<file path="config.mk">
export PLATFORM = sky130hd
export DESIGN_NAME = uart_rx_cfg
export DESIGN_NICKNAME = d
export VERILOG_FILES = /design/src/rtl/uart_pkg.sv /design/src/rtl/uart_sync2.sv /design/src/rtl/uart_rx_cfg.sv
export SDC_FILE = /design/constraint.sdc
export NUM_CORES = 1
export LEC_CHECK = 0
export ABC_AREA = 1
export BUFFER_PORTS_ARGS = -buffer_cell sky130_fd_sc_hd__buf_2
export CORE_MARGIN = 3
export CORE_UTILIZATION = 45
export DETAILED_ROUTE_END_ITERATION = 16
export SLEW_MARGIN = 0
export SYNTH_ARGS = -nofsm -noshare
export SYNTH_HDL_FRONTEND = slang
export SYNTH_HIERARCHICAL = 1
export SYNTH_SLANG_ARGS = --single-unit
</file>
<file path="constraint.sdc">
create_clock -name clk -period 2.3 [get_ports clk]
set_clock_uncertainty 0.15 [all_clocks]
set_input_delay 0.345 -clock clk [delete_from_list [all_inputs] [get_ports clk]]
set_output_delay 0.345 -clock clk [all_outputs]
set_load 0.005 [all_outputs]
</file>
<file path="src/rtl/uart_pkg.sv">
// Shared definitions for the configurable UART receiver: FSM states and parity modes.
package uart_pkg;

  typedef enum logic [2:0] {
    IDLE,
    START,
    DATA,
    PAR,
    STOP
  } uart_state_e;

  localparam int PAR_NONE = 0;
  localparam int PAR_EVEN = 1;
  localparam int PAR_ODD  = 2;

endpackage

</file>
<file path="src/rtl/uart_sync2.sv">
// Two-flop synchronizer for an asynchronous single-bit input.
module uart_sync2 #(
  parameter logic RST_VAL = 1'b1
) (
  input  logic clk,
  input  logic rst,
  input  logic i_d,
  output logic o_q
);

  logic r_meta;
  logic r_sync;

  always_ff @(posedge clk or posedge rst) begin
    if (rst) begin
      r_meta <= RST_VAL;
      r_sync <= RST_VAL;
    end else begin
      r_meta <= i_d;
      r_sync <= r_meta;
    end
  end

  assign o_q = r_sync;

endmodule

</file>
<file path="src/rtl/uart_rx_cfg.sv">
// UART receiver with configurable data width, parity and stop bits; holds one
// received word with its error flags until the consumer takes it.
module uart_rx_cfg
  import uart_pkg::*;
#(
  parameter int CLKS_PER_BIT = 16,
  parameter int DATA_BITS    = 8,
  parameter int PARITY       = 0,
  parameter int STOP_BITS    = 1
) (
  input  logic                 clk,
  input  logic                 rst,
  input  logic                 rx,
  output logic [DATA_BITS-1:0] data_out,
  output logic                 valid,
  input  logic                 ready,
  output logic                 busy,
  output logic                 parity_err,
  output logic                 frame_err,
  output logic                 overrun
);

  localparam int CW = $clog2(CLKS_PER_BIT);
  localparam int BW = $clog2(DATA_BITS + 1);

  localparam logic [CW-1:0] CNT_HALF  = CW'(CLKS_PER_BIT / 2 - 1);
  localparam logic [CW-1:0] CNT_LAST  = CW'(CLKS_PER_BIT - 1);
  localparam logic [BW-1:0] BIT_LAST  = BW'(DATA_BITS - 1);
  localparam logic [BW-1:0] STOP_LAST = BW'(STOP_BITS - 1);

  logic w_rxs;

  uart_sync2 #(.RST_VAL(1'b1)) u_sync (
    .clk (clk),
    .rst (rst),
    .i_d (rx),
    .o_q (w_rxs)
  );

  uart_state_e          r_state, w_state_nxt;
  logic [CW-1:0]        r_cnt,   w_cnt_nxt;
  logic [BW-1:0]        r_bit,   w_bit_nxt;
  logic [DATA_BITS-1:0] r_shift, w_shift_nxt;
  logic                 r_perr,  w_perr_nxt;
  logic                 r_ferr,  w_ferr_nxt;
  logic                 w_tick;
  logic                 w_done;

  logic [DATA_BITS-1:0] r_data;
  logic                 r_valid;
  logic                 r_perr_q;
  logic                 r_ferr_q;
  logic                 r_ovr;

  always_ff @(posedge clk or posedge rst) begin
    if (rst) begin
      r_state <= IDLE;
      r_cnt   <= '0;
      r_bit   <= '0;
      r_shift <= '0;
      r_perr  <= 1'b0;
      r_ferr  <= 1'b0;
    end else begin
      r_state <= w_state_nxt;
      r_cnt   <= w_cnt_nxt;
      r_bit   <= w_bit_nxt;
      r_shift <= w_shift_nxt;
      r_perr  <= w_perr_nxt;
      r_ferr  <= w_ferr_nxt;
    end
  end

  always_comb begin
    w_state_nxt = r_state;
    w_cnt_nxt   = r_cnt;
    w_bit_nxt   = r_bit;
    w_shift_nxt = r_shift;
    w_perr_nxt  = r_perr;
    w_ferr_nxt  = r_ferr;
    w_done      = 1'b0;
    w_tick      = (r_cnt == CNT_LAST);
    case (r_state)
      IDLE: begin
        w_cnt_nxt = '0;
        w_bit_nxt = '0;
        if (!w_rxs) begin
          w_state_nxt = START;
          w_perr_nxt  = 1'b0;
          w_ferr_nxt  = 1'b0;
        end
      end
      START: begin
        // Re-check the line at mid start bit so short glitches are ignored.
        if (r_cnt == CNT_HALF) begin
          w_cnt_nxt   = '0;
          w_state_nxt = w_rxs ? IDLE : DATA;
        end else begin
          w_cnt_nxt = r_cnt + 1'b1;
        end
      end
      DATA: begin
        if (w_tick) begin
          w_cnt_nxt   = '0;
          w_shift_nxt = {w_rxs, r_shift[DATA_BITS-1:1]};
          if (r_bit == BIT_LAST) begin
            w_bit_nxt   = '0;
            w_state_nxt = (PARITY != PAR_NONE) ? PAR : STOP;
          end else begin
            w_bit_nxt = r_bit + 1'b1;
          end
        end else begin
          w_cnt_nxt = r_cnt + 1'b1;
        end
      end
      PAR: begin
        if (w_tick) begin
          w_cnt_nxt   = '0;
          w_perr_nxt  = ((^r_shift) ^ w_rxs) != (PARITY == PAR_ODD);
          w_state_nxt = STOP;
        end else begin
          w_cnt_nxt = r_cnt + 1'b1;
        end
      end
      STOP: begin
        if (w_tick) begin
          w_cnt_nxt = '0;
          if (!w_rxs) w_ferr_nxt = 1'b1;
          if (r_bit == STOP_LAST) begin
            w_bit_nxt   = '0;
            w_state_nxt = IDLE;
            w_done      = 1'b1;
          end else begin
            w_bit_nxt = r_bit + 1'b1;
          end
        end else begin
          w_cnt_nxt = r_cnt + 1'b1;
        end
      end
      default: w_state_nxt = IDLE;
    endcase
  end

  // A finished frame loads the holding register unless an unaccepted word is still held.
  always_ff @(posedge clk or posedge rst) begin
    if (rst) begin
      r_data   <= '0;
      r_valid  <= 1'b0;
      r_perr_q <= 1'b0;
      r_ferr_q <= 1'b0;
      r_ovr    <= 1'b0;
    end else begin
      r_ovr <= 1'b0;
      if (w_done) begin
        if (!r_valid || ready) begin
          r_data   <= r_shift;
          r_perr_q <= r_perr;
          r_ferr_q <= w_ferr_nxt;
          r_valid  <= 1'b1;
        end else begin
          r_ovr <= 1'b1;
        end
      end else if (r_valid && ready) begin
        r_valid <= 1'b0;
      end
    end
  end

  assign data_out   = r_data;
  assign valid      = r_valid;
  assign parity_err = r_perr_q;
  assign frame_err  = r_ferr_q;
  assign overrun    = r_ovr;
  assign busy       = (r_state != IDLE);

endmodule

</file>
# After elaboration in Yosys (flattened, before gate mapping)

Cells that the tools add are included.

Add/subtract/negate cells: 2
Equal/unequal tests: 15
Mux-type cells: 32
Bitwise gates (word level): 1
Reduce and logical (&&, ||, !) cells: 18

Operators with widths:

| cell                                                                    | number |
|---|---|
| 4-bit two-way mux                                                       | 6 |
| 4-bit one-hot mux with 3 select lines                                   | 2 |
| 3-bit two-way mux                                                       | 7 |
| 3-bit one-hot mux with 5 select lines                                   | 1 |
| 2-bit inequality test, second input constant                            | 7 |
| 1-bit two-way mux                                                       | 13 |
| 3-bit nonzero test                                                      | 3 |
| 4-bit by 1-bit adder with 4-bit output, second input constant           | 2 |
| 4-bit by 3-bit equality test with 1-bit output, second input constant   | 2 |
| 8-bit XOR reduction                                                     | 1 |
| 7-bit AND reduction                                                     | 1 |
| 3-bit by 2-bit equality test with 1-bit output, second input constant   | 2 |
| 2-bit AND reduction                                                     | 3 |
| 3-bit AND reduction                                                     | 2 |
| 4-bit equality test, second input constant                              | 1 |
| 4-bit logical NOT                                                       | 1 |
| 1-bit one-hot mux with 2 select lines                                   | 2 |
| 2-bit nonzero test                                                      | 2 |
| 3-bit by 1-bit equality test with 1-bit output, second input constant   | 1 |
| 3-bit equality test, second input constant                              | 1 |
| 3-bit logical NOT                                                       | 1 |
| 3-bit OR reduction                                                      | 1 |
| 2-bit two-way mux                                                       | 1 |
| 2-bit by 1-bit inequality test with 1-bit output, second input constant | 1 |
| 4 further kinds                                                         | 4 |

Register bits after elaboration: 35
Input bits: 4
Output and inout bits: 13
Word-level logic and storage cells: 81

# Logic depth before layout (Yosys ltp)

Depth after elaboration: 6
Mapped depth: 10
Depth with buffers taken out: 10

# By module

The synthesis kept the hierarchy.

By module, submodules not included:

| module      | times used | cells each | area each (sq um) | sequential area each (sq um) |
|---|---|---|---|---|
| uart_rx_cfg | 1          | 213        | 1765.4            | 825.8 |
| uart_sync2  | 1          | 3          | 56.3              | 52.6 |

# Worst setup path after synthesis

No wires, ideal clock.

Path type: register -> register
Start: register r_cnt[0]
End: register r_data[0] (netlist: data_out[0])
Library setup time: 0.117 ns
Arrival: 1.346 ns
Data required time: 2.033 ns
Path slack: 0.687 ns
Stages on the path, launching flop included: 8
Path buffers: 1
Clock period less this slack: 1.613 ns
Cell sequence: dfrtp_1 -> ha_1 -> nand3_4 -> nor3_4 -> nand2_4 -> buf_6 -> nand2_1 -> o21ai_2

Word-level cells in the longest chain between the ends: 4

Ends and longest elaborated chain:

| element                       | RTL line           | RTL |
|---|---|---|
| start, declared               | uart_rx_cfg.sv:41  | `logic [CW-1:0] r_cnt, w_cnt_nxt;` |
| start signal, assigned        | uart_rx_cfg.sv:65  | `r_cnt <= w_cnt_nxt;` |
| 4-bit equality test           | uart_rx_cfg.sv:81  | `w_tick = (r_cnt == CNT_LAST);` |
| 1-bit two-way mux             | uart_rx_cfg.sv:125 | `if (w_tick) begin` |
| 1-bit two-way mux             | uart_rx_cfg.sv:82  | `case (r_state)` |
| 2-bit AND reduction (no line) | --                 |  |
| end signal, assigned          | uart_rx_cfg.sv:155 | `r_data <= r_shift;` |
| end, declared                 | uart_rx_cfg.sv:49  | `logic [DATA_BITS-1:0] r_data;` |

Every way passes these cells.
A chain may end at the register's enable or synchronous reset.

# Worst setup path in the final report

Start: register r_cnt[0]
End: register r_data[6] (netlist: data_out[6])

Same word-level chain as after synthesis.

==> run_results.csv <==
group,metric,value,unit
outcome,status,"completed",
min_path,whs_path_depth,0,
route,avgRoutedWirePerCell,10.97,um
power,power.internal,1.093,mW
min_path,hold_class,"reg2reg",
logic_synthesis,syn_area,1822,um^2
final_layout,nets,247,
timing,worst_pin_slew,0.4166,ns
worst_setup_path,path_cells,"ha_1 -> nand3_4 -> nor3_4 -> nand2_4 -> nand2_1 -> o21ai_2",
route,routed_via_density,4.740,
worst_setup_path,cp_slowest_cell,"dfrtp_1",
min_path,hold_end,"u_sync/o_q$_DFF_PP1_",
cts,cts_root_buffer,"clkbuf_8",
placement,dp_slack,0.5693,ns
cts,cts_setup_buffers,0,
cts,cts.sinks,35,
placement,placed_area,1947,um^2
final_layout,n_fill_cell,359,
timing,fin_ws,0.6025,ns
worst_setup_path,cp_max_fo,19,
cts,clk_latency,0.29,ns
power,p_comb_frac,0.288,
global_route,antenna_found_initial,0,
route,postRouteAntennaNets,0,
logic_synthesis,synth_seq_cells,35,
worst_setup_path,crit_buf_inv,0,
final_layout,area_growth,13.39,%
min_path,worstHoldStart,"u_sync/r_meta$_DFF_PP1_",
floorplan,dieArea,4848,um^2
logic_synthesis,synth_xor_area_frac,0.02404,
cts,cts-buffers-inserted,5,
logic_synthesis,syn-num-nets,223,
placement,place.gp.congestion,0.8099,
power,switching_share,0.3725,
route,dr_total_vias,1370,
timing,relSlewSlack,0.7223,
logic_synthesis,synth_top_family_by_area,"simple AND/OR/NAND/NOR gates",
logic_synthesis,synth_seq_area_share,0.4821,
worst_setup_path,crit_family,"simple AND/OR/NAND/NOR gates",
final_layout,final_cell_area,2066,um^2
cts,cts_tree,"done",
timing,setup_viol,0,
worst_setup_path,end_kind,"register",
global_route,grt_usage,0.1428,
power,leakagePower,1.072,nW
placement,hpwl,2307,um
logic_synthesis,synth_compound_area_frac,0.1271,
final_layout,final_common_cell,"nand2_1",
worst_setup_path,regToRegSetupSlack,0.60,ns
route,drc,0,
cts,h-tree-depth,2,
worst_setup_path,max_stage_delay,0.39,ns
logic_synthesis,muxShareOfSynthArea,0,
route,routed_wl,3171,um
global_route,grt_pass1_wl,5575,um
logic_synthesis,yosys.area_share.simple,0.2658,
floorplan,start_util,0.4831,
worst_setup_path,r2r-start,"r_cnt[0]$_DFFE_PP0P_",
worst_setup_path,r2r-end,"data_out[6]$_DFFE_PP0P_",
logic_synthesis,synthCells,216,
timing,fin_tns_setup,0,ns
power,peakVddDrop,448.9,uV
timing,min_period_over_period,0.7380,
timing,max_freq,589.1,MHz
worst_setup_path,cp.required,2.32,ns
global_route,overflow,0,
timing,finalCriticalPeriod,1.697,ns
cts,clk_pin_slew,0.07,ns
placement,place_inst,279,
final_layout,post-route-util,0.5478,
route,dr.pass1.iters,4,
worst_setup_path,worst-r2r-cell-count,6,
floorplan,fp.coreArea,3771,um^2
power,finalPower,1.741,mW
cts,cts_buffer_depth,2,
timing,drv_slew,0,
run,cap_violations,0,
route,drtIter0Drc,65,
power,power_density,842.8,nW/um^2
logic_synthesis,synth_fa_ha_area_frac,0.02060,
final_layout,n_antenna_cell,0,
final_layout,drive_gt1_frac,0.2365,
global_route,grt_max_degree,34,
final_layout,instances_no_fill,289,
floorplan,num_rows,22,
final_layout,mostFrequentLayoutCells,"nand2_1, dfrtp_1, inv_1",
global_route,first_global_vias,1267,
floorplan,die_h,69.63,um
timing,hold_ws,0.2079,ns
logic_synthesis,syn_area_per_cell,8.434,um^2
power,p_sw,648.5,uW
floorplan,die-width,69.63,um
power,pwr-share-clk,0.275,
worst_setup_path,crit_arrival,1.72,ns
worst_setup_path,startpoint_type,"register",
timing,rsz0062_at_grt,"false",
placement,port_buffers,16,
timing,hold_viol,0,
floorplan,io_pins,17,
logic_synthesis,yosys_warnings,6,
power,p_seq_frac,0.436,
worst_setup_path,path_class,"reg2reg",
logic_synthesis,synth_cell_types,24,
cell type report:
type,instances,area (um^2),area share
clock buffer,6,82.58,0.03998
inverter,33,123.9,0.05996
clock inverter,2,16.27,0.007874
multi-input combinational,146,797.0,0.3858
sequential,35,878.3,0.4252
tap,48,60.06,0.02907
timing repair buffer,19,107.6,0.05209
power by group through the flow:
stage               sequential, mW  clock, mW  combinational, mW
floorplan                    0.754          0              0.400
global placement             0.768          0              0.503
detailed placement           0.769          0              0.498
CTS                          0.758      0.494              0.504
global route                 0.769      0.519              0.587
finish                       0.760      0.479              0.502
cells by family after synthesis:
logic type / after synthesis
AOI/OAI and AO/OA: 32
xor gates and xnor gates: 5
DFF: 35
buffers and inverters: 35
adders and majority gates: 3
and+or+nand+nor: 106
how the worst max path moves through the flow:
stage                                     from                       to  slack (ns)  depth (start not counted)
after floorplan           r_cnt[0]$_DFFE_PP0P_  data_out[0]$_DFFE_PP0P_        0.69                          7
after global placement    r_cnt[0]$_DFFE_PP0P_  data_out[5]$_DFFE_PP0P_        0.61                          6
after detailed placement  r_cnt[0]$_DFFE_PP0P_    frame_err$_DFFE_PP0P_        0.57                          6
after CTS                 r_cnt[0]$_DFFE_PP0P_  data_out[5]$_DFFE_PP0P_        0.58                          6
after global routing      r_cnt[0]$_DFFE_PP0P_  data_out[5]$_DFFE_PP0P_        0.48                          6
final                     r_cnt[0]$_DFFE_PP0P_  data_out[6]$_DFFE_PP0P_        0.60                          6
state kept, by name, summed over array words and instances, names as in the netlist:
name,count
r_ferr,1
data_out,8
u_sync/o_q,1
frame_err,1
r_cnt,4
r_shift,8
r_perr,1
valid,1
overrun,1
u_sync/r_meta,1
r_bit,4
parity_err,1
r_state,3
Yosys cell counts:
| library cell | number | share of area |
|---|---|---|
| o21ai_1 | 2 | 0.0055 |
| nor3_1 | 2 | 0.0055 |
| nand4_1 | 1 | 0.0034 |
| nor4_1 | 1 | 0.0034 |
| nand3_4 | 1 | 0.0096 |
| nor2_1 | 11 | 0.023 |
| nand3_1 | 16 | 0.044 |
| ha_1 | 3 | 0.021 |
| dfrtp_1 | 33 | 0.45 |
| dfstp_2 | 2 | 0.029 |
| nand2_4 | 1 | 0.0062 |
| o21ai_0 | 7 | 0.019 |
| nor2_2 | 1 | 0.0034 |
| nand2_1 | 66 | 0.14 |
| nor3_4 | 1 | 0.0089 |
| inv_1 | 31 | 0.064 |
| buf_6 | 2 | 0.012 |
| xnor2_1 | 3 | 0.014 |
| nor2_4 | 2 | 0.012 |
| inv_2 | 2 | 0.0041 |
| xor2_1 | 2 | 0.0096 |
| a21oi_1 | 4 | 0.011 |
| o21ai_2 | 19 | 0.091 |
| nand2_2 | 3 | 0.010 |
routing by layer:
| metal | global-route usage | routed length (um) |
|---|---|---|
| met3 | 0.04928 | 149 |
| met4 | 0.03830 | 32 |
| met5 | 0 | 0 |
| met1 | 0.2053 | 1663 |
| met2 | 0.2044 | 1325 |
repair_timing:
item | in CTS | in global routing
hold buffers | 1 | 1
resized for setup | 0 | 0
endpoints found under the setup margin | 0 | 0
endpoints found under the hold margin | 2 | 1
No activity file was read; power rests on OpenSTA's default activity.
